`config.mk`:
```
export PLATFORM = sky130hd
export DESIGN_NAME = player_motion_flat
export DESIGN_NICKNAME = d
export VERILOG_FILES = /design/src/rtl/player_motion_if.sv /design/src/rtl/player_motion.sv /design/src/flat_wrapper.sv
export SDC_FILE = /design/constraint.sdc
export NUM_CORES = 1
export LEC_CHECK = 0
export CAP_MARGIN = 20
export CORE_ASPECT_RATIO = 1.75
export CORE_MARGIN = 1.5
export CORE_UTILIZATION = 30
export DETAILED_ROUTE_END_ITERATION = 8
export HOLD_SLACK_MARGIN = 0.15
export PLACE_DENSITY = 0.46
export SYNTH_ARGS = -nofsm -noshare
export SYNTH_HDL_FRONTEND = slang
export SYNTH_SLANG_ARGS = --single-unit
```
`constraint.sdc`:
```
create_clock -name Clk -period 14.5 [get_ports Clk]
set_input_delay 1.45 -clock Clk [delete_from_list [all_inputs] [get_ports Clk]]
set_output_delay 1.45 -clock Clk [all_outputs]
set_load 0.005 [all_outputs]
```
`src/rtl/player_motion_if.sv`:
```
// Player motion bundle: keycode into the controller, position/velocity/status back out.
// No valid/ready here: every signal is a level, and outputs hold steady between frame ticks.
interface player_motion_if #(
  parameter int W = 10
);
  logic [7:0]   keycode;
  logic [W-1:0] player_X_Pos;
  logic [W-1:0] player_Y_Pos;
  logic [W-1:0] player_X_Motion;
  logic [W-1:0] player_Y_Motion;
  logic         airborne;
  logic         at_wall;
  logic [1:0]   y_state;

  modport master (
    output keycode,
    input  player_X_Pos, player_Y_Pos, player_X_Motion, player_Y_Motion,
    input  airborne, at_wall, y_state
  );

  modport slave (
    input  keycode,
    output player_X_Pos, player_Y_Pos, player_X_Motion, player_Y_Motion,
    output airborne, at_wall, y_state
  );
endinterface

```
`src/rtl/player_motion.sv`:
```
// Per-frame player motion: horizontal accel/decel with wall clamping, and a
// GROUND/RISE/FALL vertical FSM for jump and gravity, all advanced on one frame tick.
module player_motion #(
  parameter int         W         = 10,
  parameter int         X_MIN     = 0,
  parameter int         X_MAX     = 639,
  parameter int         Y_MIN     = 0,
  parameter int         Y_MAX     = 479,
  parameter int         X_CENTER  = 320,
  parameter int         SIZE      = 4,
  parameter int         X_ACCEL   = 1,
  parameter int         MAX_SPEED = 4,
  parameter int         JUMP_VEL  = 8,
  parameter int         GRAVITY   = 1,
  parameter int         MAX_FALL  = 8,
  parameter logic [7:0] KEY_LEFT  = 8'd80,
  parameter logic [7:0] KEY_RIGHT = 8'd79,
  parameter logic [7:0] KEY_JUMP  = 8'd82
) (
  input logic             Clk,
  input logic             Reset_n,
  input logic             frame_clk,
  player_motion_if.slave  bus
);

  // Two guard bits so position + velocity can be compared against bounds without wrapping.
  localparam int XW = W + 2;
  typedef logic signed [XW-1:0] sw_t;

  localparam sw_t ACC    = sw_t'(X_ACCEL);
  localparam sw_t VMAX   = sw_t'(MAX_SPEED);
  localparam sw_t X_LO   = sw_t'(X_MIN + SIZE);
  localparam sw_t X_HI   = sw_t'(X_MAX - SIZE);
  localparam sw_t Y_GND  = sw_t'(Y_MAX - SIZE);
  localparam sw_t Y_CEIL = sw_t'(Y_MIN + SIZE);
  localparam sw_t GRAV   = sw_t'(GRAVITY);
  localparam sw_t JUMP   = sw_t'(JUMP_VEL);
  localparam sw_t FMAX   = sw_t'(MAX_FALL);

  typedef enum logic [1:0] {GROUND = 2'd0, RISE = 2'd1, FALL = 2'd2} y_state_t;

  logic [W-1:0] x_pos, y_pos, x_vel, y_vel;
  y_state_t     state;
  logic         airborne_q, at_wall_q;
  logic         sync1, sync2, delay;
  logic [2:0]   warm;
  logic         tick;

  logic [W-1:0] x_pos_d, x_vel_d, y_pos_d, y_vel_d;
  logic         wall_d;
  y_state_t     state_d;
  sw_t          vx, vx_n, x_n, vy, vy_n, y_n;

  // warm[2] keeps a frame_clk already high at reset release from looking like a rising edge.
  assign tick = sync2 & ~delay & warm[2];

  always_comb begin
    vx      = sw_t'(signed'(x_vel));
    vx_n    = vx;
    if (bus.keycode == KEY_LEFT) begin
      vx_n = ((vx - ACC) < -VMAX) ? -VMAX : (vx - ACC);
    end else if (bus.keycode == KEY_RIGHT) begin
      vx_n = ((vx + ACC) > VMAX) ? VMAX : (vx + ACC);
    end else if (vx > ACC) begin
      vx_n = vx - ACC;
    end else if (vx < -ACC) begin
      vx_n = vx + ACC;
    end else begin
      vx_n = '0;
    end
    x_n     = sw_t'(x_pos) + vx_n;
    x_pos_d = W'(x_n);
    x_vel_d = W'(vx_n);
    wall_d  = 1'b0;
    if (x_n < X_LO) begin
      x_pos_d = W'(X_LO);
      x_vel_d = '0;
      wall_d  = 1'b1;
    end else if (x_n > X_HI) begin
      x_pos_d = W'(X_HI);
      x_vel_d = '0;
      wall_d  = 1'b1;
    end
  end

  always_comb begin
    vy      = sw_t'(signed'(y_vel));
    vy_n    = vy + GRAV;
    y_n     = sw_t'(y_pos) + vy_n;
    y_pos_d = y_pos;
    y_vel_d = y_vel;
    state_d = state;
    case (state)
      RISE: begin
        if (y_n < Y_CEIL) begin
          y_pos_d = W'(Y_CEIL);
          y_vel_d = '0;
          state_d = FALL;
        end else begin
          y_pos_d = W'(y_n);
          y_vel_d = W'(vy_n);
          if (vy_n >= 0) state_d = FALL;
        end
      end
      FALL: begin
        if (vy_n > FMAX) vy_n = FMAX;
        y_n = sw_t'(y_pos) + vy_n;
        if (y_n >= Y_GND) begin
          y_pos_d = W'(Y_GND);
          y_vel_d = '0;
          state_d = GROUND;
        end else begin
          y_pos_d = W'(y_n);
          y_vel_d = W'(vy_n);
        end
      end
      default: begin
        y_pos_d = W'(Y_GND);
        y_vel_d = '0;
        state_d = GROUND;
        if (bus.keycode == KEY_JUMP) begin
          y_pos_d = W'(Y_GND - JUMP);
          y_vel_d = W'(-JUMP);
          state_d = RISE;
        end
      end
    endcase
  end

  always_ff @(posedge Clk or negedge Reset_n) begin
    if (!Reset_n) begin
      sync1      <= 1'b0;
      sync2      <= 1'b0;
      delay      <= 1'b0;
      warm       <= '0;
      x_pos      <= W'(X_CENTER);
      x_vel      <= '0;
      y_pos      <= W'(Y_GND);
      y_vel      <= '0;
      state      <= GROUND;
      airborne_q <= 1'b0;
      at_wall_q  <= 1'b0;
    end else begin
      sync1 <= frame_clk;
      sync2 <= sync1;
      delay <= sync2;
      warm  <= {warm[1:0], 1'b1};
      if (tick) begin
        x_pos      <= x_pos_d;
        x_vel      <= x_vel_d;
        at_wall_q  <= wall_d;
        y_pos      <= y_pos_d;
        y_vel      <= y_vel_d;
        state      <= state_d;
        airborne_q <= (state_d != GROUND);
      end
    end
  end

  assign bus.player_X_Pos    = x_pos;
  assign bus.player_Y_Pos    = y_pos;
  assign bus.player_X_Motion = x_vel;
  assign bus.player_Y_Motion = y_vel;
  assign bus.airborne        = airborne_q;
  assign bus.at_wall         = at_wall_q;
  assign bus.y_state         = state;

endmodule

```
`src/flat_wrapper.sv`:
```
// flat-port wrapper written by rule: the top's interface ports become plain ports
module player_motion_flat 
#(
  parameter int         W         = 10,
  parameter int         X_MIN     = 0,
  parameter int         X_MAX     = 639,
  parameter int         Y_MIN     = 0,
  parameter int         Y_MAX     = 479,
  parameter int         X_CENTER  = 320,
  parameter int         SIZE      = 4,
  parameter int         X_ACCEL   = 1,
  parameter int         MAX_SPEED = 4,
  parameter int         JUMP_VEL  = 8,
  parameter int         GRAVITY   = 1,
  parameter int         MAX_FALL  = 8,
  parameter logic [7:0] KEY_LEFT  = 8'd80,
  parameter logic [7:0] KEY_RIGHT = 8'd79,
  parameter logic [7:0] KEY_JUMP  = 8'd82
)
  (Clk, Reset_n, frame_clk, bus_keycode, bus_player_X_Pos, bus_player_Y_Pos, bus_player_X_Motion, bus_player_Y_Motion, bus_airborne, bus_at_wall, bus_y_state);
  player_motion_if #(.W(W)) bus_i ();
  input logic Clk;
  input logic Reset_n;
  input logic frame_clk;
  input wire logic [$bits(bus_i.keycode)-1:0] bus_keycode;
  output wire logic [$bits(bus_i.player_X_Pos)-1:0] bus_player_X_Pos;
  output wire logic [$bits(bus_i.player_Y_Pos)-1:0] bus_player_Y_Pos;
  output wire logic [$bits(bus_i.player_X_Motion)-1:0] bus_player_X_Motion;
  output wire logic [$bits(bus_i.player_Y_Motion)-1:0] bus_player_Y_Motion;
  output wire logic [$bits(bus_i.airborne)-1:0] bus_airborne;
  output wire logic [$bits(bus_i.at_wall)-1:0] bus_at_wall;
  output wire logic [$bits(bus_i.y_state)-1:0] bus_y_state;
  assign bus_i.keycode = bus_keycode;
  assign bus_player_X_Pos = bus_i.player_X_Pos;
  assign bus_player_Y_Pos = bus_i.player_Y_Pos;
  assign bus_player_X_Motion = bus_i.player_X_Motion;
  assign bus_player_Y_Motion = bus_i.player_Y_Motion;
  assign bus_airborne = bus_i.airborne;
  assign bus_at_wall = bus_i.at_wall;
  assign bus_y_state = bus_i.y_state;
  player_motion #(.W(W), .X_MIN(X_MIN), .X_MAX(X_MAX), .Y_MIN(Y_MIN), .Y_MAX(Y_MAX), .X_CENTER(X_CENTER), .SIZE(SIZE), .X_ACCEL(X_ACCEL), .MAX_SPEED(MAX_SPEED), .JUMP_VEL(JUMP_VEL), .GRAVITY(GRAVITY), .MAX_FALL(MAX_FALL), .KEY_LEFT(KEY_LEFT), .KEY_RIGHT(KEY_RIGHT), .KEY_JUMP(KEY_JUMP)) u_core (.Clk(Clk), .Reset_n(Reset_n), .frame_clk(frame_clk), .bus(bus_i));
endmodule
```
==> flow_metrics.py, run 1 <==
metrics = {
    "clock_network": {
        "worstSkewPairLatency_ps": 300,
        "post_cts_buffers": 0,
        "clockRootBuffer": "clkbuf_16",
        "cts.repair.resized": 0,
        "cts_hold_buf": 0,
        "clk_path_buf_depth": 2,
        "cts_tree": "yes",
        "clkTransAtPathRegs_ps": 70,
        "cts_buffers": 5,
        "cts_max_level": 2,
        "clock-sinks": 50,
    },
    "global_route": {
        "use_met1_pct": 20.9,
        "gr-total-overflow": 0,
        "grtUsageMet2_pct": 39.4,
        "grt_usage_pct": 20.8,
        "grtUsageMet3_pct": 1.92,
        "grt_pass1_vias": 5391,
        "grt_max_degree": 51,
        "grt_pass1_wl_um": 29000,
        "antenna_found_initial": 0,
        "top_usage_layer": "met2",
    },
    "synthesis": {
        "ys_seq_elements": 50,
        "ys_types": 92,
        "syn_inst": 656,
        "synthAdderAreaFrac_pct": 10.0,
        "postSynthAreaPerCell_um2": 8.03,
        "ys_top_cells_by_area": "dfrtp_1 19%, ha_1 8.1%, xnor2_1 5.5%",
        "yosys_most_used_dff": "dfrtp_1",
        "synth_mux_area_share_pct": 0.642,
        "synth-edff-count": 0,
        "synth_compound_area_share_pct": 27.5,
        "syn_nets": 704,
        "synth_xor_area_share_pct": 8.41,
        "syn_area_um2": 5270,
        "yosys.area_share.simple_pct": 23.7,
        "async_reset_ff_share_pct": 100,
        "synth_top_area_share_pct": 19.5,
        "synth_top_family_by_area": "compound AO/OA/AOI/OAI gates",
        "synth_area_leader_cell": "dfrtp_1",
        "yosys_warnings": 0,
        "seq_area_frac_synth_pct": 24.0,
    },
    "cells_and_area": {
        "n_antenna_cell": 0,
        "finalNonFillerCells": 914,
        "layout_commonest_cell": "nand2_1",
        "finish.instance_area_um2": 6090,
        "syn_to_final_growth_pct": 15.8,
        "drive_gt1_share_pct": 8.88,
        "fin_nets": 734,
        "fin_util_pct": 35.8,
        "layout_common_cells": "69 x nand2_1, 53 x nor2_1, 53 x clkdlybuf4s50_1",
    },
    "critical_path": {
        "arrival_ps": 6400,
        "crit_required_ps": 14730,
        "cp_slowest_cell": "clkdlybuf4s50_1",
        "critPathCaptureType": "flop",
        "critPathKind": "input pin to flop",
        "max_stage_delay_ps": 500,
        "critical_path.cell_chain": "clkdlybuf4s50_1, and4_1, and4b_1, nand3_1, a211oi_1, a21o_1, a21oi_1, o21a_1, a21oi_1, ha_1, a21o_1, a21oi_1, o21bai_1, a21oi_1, o21bai_1, a21oi_1, xnor2_1, or2_2, a21oi_1, o21a_1, nor3b_1, buf_4, a22o_1",
        "crit_family": "compound AO/OA/AOI/OAI gates",
        "crit_fanout": 13,
        "start_kind": "input pin",
        "cp_common_cell": "a21oi_1",
        "crit_buf_inv": 2,
    },
    "power": {
        "total_power_mw": 1.06,
        "power_leakage_nw": 2.57,
        "power_density_nw_per_um2": 174,
        "ir_drop_mv": 0.188,
    },
    "drt": {
        "drtAntennaViolNets": 0,
        "drc": 0,
        "routedWlPerCell_um": 20.1,
        "drt_iter0_drc": 268,
        "vias": 5127,
        "drt-vias-per-instance": 5.61,
        "wirelength_um": 18400,
        "firstDrtPassIters": 4,
    },
    "sta": {
        "setup_viol": 0,
        "fin_ws_ps": 8330,
        "max_freq_mhz": 162,
        "fin_setup_tns_ps": 0,
        "finalMaxSlewViolations": 0,
        "rsz0062_at_grt": "no",
        "hold_viol_final": 0,
        "holdWs_ps": 351,
        "clock_skew_ps": 12.0,
        "max_slew_margin_pct": 35.1,
        "min_period_ps": 6170,
        "min_period_over_period_pct": 42.5,
        "tightest_slew_ps": 968,
    },
    "outcome": {
        "outcome": "complete, no violations",
    },
    "die": {
        "rows": 63,
        "fp.coreArea_um2": 17000,
        "die_h_um": 178,
        "dieArea_um2": 18400,
        "start_util_pct": 30.9,
        "dieWidth_um": 103,
        "boundaryPins": 55,
    },
    "placed_design": {
        "pre_cts_ws_ps": 8020,
        "hpwl_um": 14100,
        "dp_cells": 906,
        "post_dp_cell_area_um2": 5950,
        "portBuffers": 54,
        "globalplace.congestion": 0.888,
    },
    "min_path": {
        "min_path_type": "flop to flop",
    },
    "job": {
        "max_cap_violations": 0,
    },
}
[layer usage]
| metal | vias up | wire length, µm |
|---|---|---|
| li1 | 2453 | - |
| met1 | 2466 | 6630 |
| met2 | 144 | 10100 |
| met3 | 64 | 489 |
| met4 | 0 | 1180 |
| met5 | - | 0 |
[synthesized netlist by cell type (all sizes together) (7+ instances only)]
cell / count
xor2: 15
nand4: 9
dfstp: 9
dfrtp: 41
inv: 30
nor2: 56
buf: 15
a21oi: 36
a22o: 19
xnor2: 33
nand2b: 13
clkbuf: 23
nor2b: 9
nand2: 70
a21o: 12
nand3: 23
o21ai: 49
ha: 34
o211ai: 11
a221oi: 9
and3: 7
a31oi: 12
nor3: 17
[registers in the layout, summed over array words and instances, names as in the netlist]
signal,count
u_core.bus.player_X_Motion,10
u_core.bus.player_X_Pos,10
u_core.bus.player_Y_Motion,10
u_core.bus.player_Y_Pos,10
u_core.warm,3
u_core.bus.y_state,2
u_core.bus.airborne,1
u_core.bus.at_wall,1
u_core.delay,1
u_core.sync1,1
u_core.sync2,1
[final timing paths]
kind / startpoint / to / slack (ps) / cells past startpoint
max: bus_keycode[1] / u_core.bus.player_X_Motion[1]$_DFFE_PN0P_ / 8330 / 23
min: u_core.warm[0]$_DFF_PN0_ / u_core.warm[1]$_DFF_PN0_ / 350 / 0
max reg2reg: u_core.bus.player_X_Motion[0]$_DFFE_PN0P_ / u_core.bus.player_X_Motion[1]$_DFFE_PN0P_ / 8370 / 26
min reg2reg: u_core.warm[0]$_DFF_PN0_ / u_core.warm[1]$_DFF_PN0_ / 350 / 0
max in group asynchronous: Reset_n / u_core.bus.player_X_Motion[2]$_DFFE_PN0P_ / 12750 / 2
min in group asynchronous: Reset_n / u_core.bus.airborne$_DFFE_PN0P_ / 1270 / 2
[final cells by class]
class	instances	area, µm²
clock buffer	6	129
sequential	50	1260
fill	1828	10900
multi-input combinational	538	3700
tap	227	284
inverter	30	113
timing repair buffer	61	588
clock inverter	2	13.8
[cell families after synthesis]
kind of cell,after synthesis
buffers and inverters,68
adder cells (fa/ha/maj),41
AND/OR/NAND/NOR,239
other,1
AO/OA/AOI/OAI,205
XOR/XNOR,49
flip-flops,50
multiplexers,3
[report_power, final]
group	internal, mW	switching, mW
logic	0.316	0.387
clock network	0.0643	0.0577
registers	0.170	0.0672
total	0.550	0.512
No activity file was read; power rests on OpenSTA's default activity.
==> run 2: changes to the inputs <==
==> constraint.sdc (replaced) <==
create_clock -name Clk -period 6 [get_ports Clk]
set_input_delay 0.6 -clock Clk [delete_from_list [all_inputs] [get_ports Clk]]
set_output_delay 0.6 -clock Clk [all_outputs]
set_load 0.005 [all_outputs]
==> run 2 against run 1 <==
Effect of this change:
- combinational power grew to 2.6 times the previous value
- critical path depth rose by 3
- register-to-register slack got worse by 7900 ps
- core utilization increased by 1.0 points
- clock skew grew 0.96 ps
- clock-buffer cell count rose by 1
- largest power group unchanged
==> flow_metrics.py, run 2 (synthesis gave the netlist of run 1 again) <==
metrics = {
    "die": {
        "dieWidth_um": 103,
        "dieArea_um2": 18400,
        "fp.coreArea_um2": 17000,
        "start_util_pct": 30.9,
        "rows": 63,
        "boundaryPins": 55,
        "die_h_um": 178,
    },
    "critical_path": {
        "crit_family": "compound AO/OA/AOI/OAI gates",
        "max_stage_delay_ps": 520,
        "timing.rr.start": "u_core.bus.player_X_Motion[0]$_DFFE_PN0P_",
        "cp_common_cell": "a21oi_1",
        "critPathKind": "flop to flop",
        "worstReg2RegEnd": "u_core.bus.player_X_Motion[0]$_DFFE_PN0P_",
        "critPathCaptureType": "flop",
        "start_kind": "flop",
        "crit_fanout": 13,
        "cp_slowest_cell": "or4_1",
        "arrival_ps": 5760,
        "crit_buf_inv": 1,
        "r2r_setup_slack_ps": 470,
        "crit_required_ps": 6230,
        "reg2reg_depth": 26,
    },
    "global_route": {
        "gr-total-overflow": 0,
        "grt_usage_pct": 21.0,
        "grtUsageMet3_pct": 2.39,
        "grtUsageMet2_pct": 40.7,
        "top_usage_layer": "met2",
        "grt_pass1_vias": 5491,
        "grt_pass1_wl_um": 29300,
        "grt_max_degree": 51,
        "antenna_found_initial": 0,
        "use_met1_pct": 20.7,
    },
    "sta": {
        "max_freq_mhz": 181,
        "finalMaxSlewViolations": 0,
        "holdWs_ps": 362,
        "min_period_ps": 5530,
        "fin_setup_tns_ps": 0,
        "max_slew_margin_pct": 52.9,
        "hold_viol_final": 0,
        "tightest_slew_ps": 707,
        "min_period_over_period_pct": 92.2,
        "clock_skew_ps": 12.9,
        "fin_ws_ps": 470,
        "setup_viol": 0,
    },
    "drt": {
        "vias": 5231,
        "routedWlPerCell_um": 19.9,
        "drc": 0,
        "drt_iter0_drc": 188,
        "firstDrtPassIters": 5,
        "wirelength_um": 18600,
        "drtAntennaViolNets": 0,
        "drt-vias-per-instance": 5.62,
    },
    "cells_and_area": {
        "drive_gt1_share_pct": 12.5,
        "fillers": 1840,
        "n_antenna_cell": 0,
        "layout_common_cells": "69 x nand2_1, 53 x clkdlybuf4s50_1, 52 x nor2_1",
        "fin_util_pct": 36.8,
        "syn_to_final_growth_pct": 19.1,
        "finalNonFillerCells": 931,
        "layout_commonest_cell": "nand2_1",
        "fin_nets": 751,
        "finish.instance_area_um2": 6270,
    },
    "job": {
        "max_cap_violations": 0,
    },
    "placed_design": {
        "pre_cts_ws_ps": 200,
        "portBuffers": 54,
        "post_dp_cell_area_um2": 6060,
        "globalplace.congestion": 0.954,
        "hpwl_um": 14300,
        "dp_cells": 921,
    },
    "clock_network": {
        "cts_tree": "yes",
        "worstSkewPairLatency_ps": 300,
        "clk_path_buf_depth": 2,
        "clockRootBuffer": "clkbuf_16",
        "cts_max_level": 2,
        "cts_buffers": 5,
        "clkTransAtPathRegs_ps": 70,
        "clock-sinks": 50,
    },
    "power": {
        "ir_drop_mv": 0.420,
        "power_leakage_nw": 2.66,
        "total_power_mw": 2.71,
        "power_density_nw_per_um2": 431,
    },
    "outcome": {
        "outcome": "complete, no violations",
    },
    "min_path": {
        "min_path_type": "flop to flop",
        "hp-start": "u_core.warm[1]$_DFF_PN0_",
        "whs_endpoint": "u_core.warm[2]$_DFF_PN0_",
        "hold_depth": 0,
    },
}
-- run 2: worst max-delay path by stage --
| stage | from | to | slack (ps) | cells after the start |
|---|---|---|---|---|
| floorplan | u_core.bus.player_X_Motion[0]$_DFFE_PN0P_ | u_core.bus.player_X_Motion[4]$_DFFE_PN0P_ | 430 | 28 |
| global placement | u_core.bus.player_X_Motion[4]$_DFFE_PN0P_ | u_core.bus.player_X_Pos[4]$_DFFE_PN0P_ | 230 | 23 |
| detailed placement | u_core.bus.player_X_Motion[4]$_DFFE_PN0P_ | u_core.bus.player_X_Pos[7]$_DFFE_PN0P_ | 200 | 24 |
| CTS | u_core.bus.player_X_Motion[4]$_DFFE_PN0P_ | u_core.bus.player_X_Motion[0]$_DFFE_PN0P_ | 150 | 25 |
| global route | u_core.bus.player_X_Motion[1]$_DFFE_PN0P_ | u_core.bus.player_X_Motion[0]$_DFFE_PN0P_ | -30 | 24 |
| finish | u_core.bus.player_X_Motion[0]$_DFFE_PN0P_ | u_core.bus.player_X_Motion[0]$_DFFE_PN0P_ | 470 | 26 |
-- run 2: layer usage --
metal  wire length (µm)  vias to the layer above  share of wire (%)
met1               6630                     2524                 36
met3                581                       55                3.1
met4               1010                        0                5.4
li1                   -                     2487                  -
met2              10300                      165                 56
met5                  0                        -                  0
-- run 2: cell type report --
type / instances / area (µm²) / area share (%)
sequential: 50 / 1270 / 20.2
multi-input combinational: 538 / 3740 / 59.7
clock buffer: 7 / 143 / 2.27
clock inverter: 1 / 5.00 / 0.0798
inverter: 30 / 113 / 1.80
tap: 227 / 284 / 4.53
timing repair buffer: 78 / 716 / 11.4
-- run 2: where the power goes --
group          switching (mW)  internal [mW]
combinational            1.03          0.830
clock                   0.142          0.166
sequential              0.120          0.415
-- run 2: repair_timing --
item	CTS	global route
gates resized for setup	0	11
setup buffers	0	2
hold buffers	0	0
endpoints found under the setup margin	0	20
==> run 3: changes to the inputs <==
--- a/config.mk
+++ b/config.mk
@@ -12,6 +12,7 @@
 export DETAILED_ROUTE_END_ITERATION = 8
 export HOLD_SLACK_MARGIN = 0.15
 export PLACE_DENSITY = 0.46
+export RECOVER_POWER = 50
 export SYNTH_ARGS = -nofsm -noshare
 export SYNTH_HDL_FRONTEND = slang
 export SYNTH_SLANG_ARGS = --single-unit
==> run 3 against run 2 <==
Effect of this change:
- the flow now finishes with violations (max-capacitance violations, max-slew violations)
- total power shrank 0.48%
- setup slack lost 4.3 ps
- sequential cell count is the same
- routed wire length shrank 0.20%
- largest cell class unchanged
- die area is the same
==> flow_metrics.py, run 3 (synthesis gave the netlist of run 1 again) <==
metrics = {
    "critical_path": {
        "arrival_ps": 5760,
        "crit_fanout": 13,
        "critPathKind": "flop to flop",
        "crit_required_ps": 6230,
        "critPathCaptureType": "flop",
        "start_kind": "flop",
    },
    "cells_and_area": {
        "fin_util_pct": 36.8,
        "n_antenna_cell": 0,
        "finish.instance_area_um2": 6260,
        "fillers": 1842,
        "layout_commonest_cell": "nand2_1",
        "drive_gt1_share_pct": 12.1,
        "layout_common_cells": "69 x nand2_1, 52 x nor2_1, 46 x o21ai_0",
        "fin_nets": 751,
        "syn_to_final_growth_pct": 18.9,
        "finalNonFillerCells": 931,
    },
    "drt": {
        "drc": 0,
        "drt-vias-per-instance": 5.62,
        "met1_length_um": 6640,
        "drtAntennaViolNets": 0,
        "routed.top_layer": "met4",
        "drt_iter0_drc": 192,
        "firstDrtPassIters": 5,
        "wl_met3_um": 572,
        "vias": 5231,
        "wirelength_um": 18500,
        "routedWlPerCell_um": 19.9,
        "route.met2.wl_um": 10300,
    },
    "clock_network": {
        "clk_path_buf_depth": 2,
        "clock-sinks": 50,
        "clockRootBuffer": "clkbuf_16",
        "clkTransAtPathRegs_ps": 70,
        "cts_buffers": 5,
        "cts_hold_buf": 0,
        "cts_tree": "yes",
        "worstSkewPairLatency_ps": 300,
        "cts_max_level": 2,
    },
    "power": {
        "power_density_nw_per_um2": 430,
        "ir_drop_mv": 0.412,
        "power_leakage_nw": 2.67,
        "total_power_mw": 2.69,
    },
    "min_path": {
        "min_path_type": "flop to flop",
    },
    "sta": {
        "max_slew_margin_pct": -97.6,
        "finalMaxSlewViolations": 51,
        "setup_viol": 0,
        "fin_ws_ps": 466,
        "max_freq_mhz": 181,
        "hold_viol_final": 0,
        "min_period_ps": 5530,
        "min_period_over_period_pct": 92.2,
        "clock_skew_ps": 12.8,
        "holdWs_ps": 362,
        "tightest_slew_ps": 2960,
        "fin_setup_tns_ps": 0,
    },
    "global_route": {
        "grt_pass1_vias": 5491,
        "grt_usage_pct": 21.0,
        "grt_max_degree": 51,
        "antenna_found_initial": 0,
        "grt_pass1_wl_um": 29300,
        "gr-total-overflow": 0,
    },
    "placed_design": {
        "pre_cts_ws_ps": 200,
        "dp_cells": 921,
        "portBuffers": 54,
        "post_dp_cell_area_um2": 6060,
        "globalplace.congestion": 0.954,
        "hpwl_um": 14300,
    },
    "die": {
        "fp.coreArea_um2": 17000,
        "rows": 63,
        "boundaryPins": 55,
        "dieArea_um2": 18400,
        "dieWidth_um": 103,
        "start_util_pct": 30.9,
        "die_h_um": 178,
    },
    "job": {
        "max_cap_violations": 1,
    },
    "outcome": {
        "violations": "max-capacitance violations, max-slew violations",
        "outcome": "finished with violations",
    },
}
## run 3: power breakdown
part | internal [mW] | switching (mW)
Sequential | 0.415 | 0.119
Clock | 0.166 | 0.141
Combinational | 0.819 | 1.03
## run 3: path summary, 6_finish.rpt
check                                                               start                                         to  slack [ps]  cells past startpoint
worst min register to register                   u_core.warm[1]$_DFF_PN0_                   u_core.warm[2]$_DFF_PN0_         360                      0
min in group asynchronous                                         Reset_n            u_core.bus.airborne$_DFFE_PN0P_        1350                      2
worst max register to register  u_core.bus.player_X_Motion[3]$_DFFE_PN0P_  u_core.bus.player_X_Motion[0]$_DFFE_PN0P_         470                     25
max in group asynchronous                                         Reset_n  u_core.bus.player_X_Motion[0]$_DFFE_PN0P_        2730                      2
worst min-delay path                             u_core.warm[1]$_DFF_PN0_                   u_core.warm[2]$_DFF_PN0_         360                      0
worst max-delay path            u_core.bus.player_X_Motion[3]$_DFFE_PN0P_  u_core.bus.player_X_Motion[0]$_DFFE_PN0P_         470                     25
## run 3: area by class of cell
cell class                 count  area [µm²]  share of cell area (%)
multi-input combinational    538        3740                    59.8
sequential                    50        1270                    20.2
clock inverter                 1        5.00                  0.0800
timing repair buffer          78         704                    11.3
inverter                      30         113                    1.80
clock buffer                   7         143                    2.28
tap                          227         284                    4.54
## run 3: critical path: stages (launching register included)
cell and delay (ps):
dfrtp_2 500, nor2_2 290, nand2_1 120, nor3_1 190
xnor2_1 170, nor3_1 230, nand4_1 120, ha_1 440
nor2_1 120, a31oi_1 190, nor2_1 110, ha_1 220
fa_1 420, a21o_1 200, a21oi_1 230, o21bai_1 90
a21oi_1 220, o21bai_1 90, a21oi_1 210, xnor2_1 110
or2_2 300, a21oi_1 160, o21a_1 150, nor3b_1 200
buf_4 250, a22o_1 160
## run 3: routing by layer
metal | GRT usage [%] | up-vias
met5 | 0 | -
met4 | 11.7 | 0
met3 | 2.39 | 57
met2 | 40.7 | 159
met1 | 20.7 | 2526
li1 | - | 2489
## run 3: timing repair
action / CTS / global route
resized for setup: 0 / 11
setup buffers: 0 / 2
endpoints found under the setup margin: 0 / 20
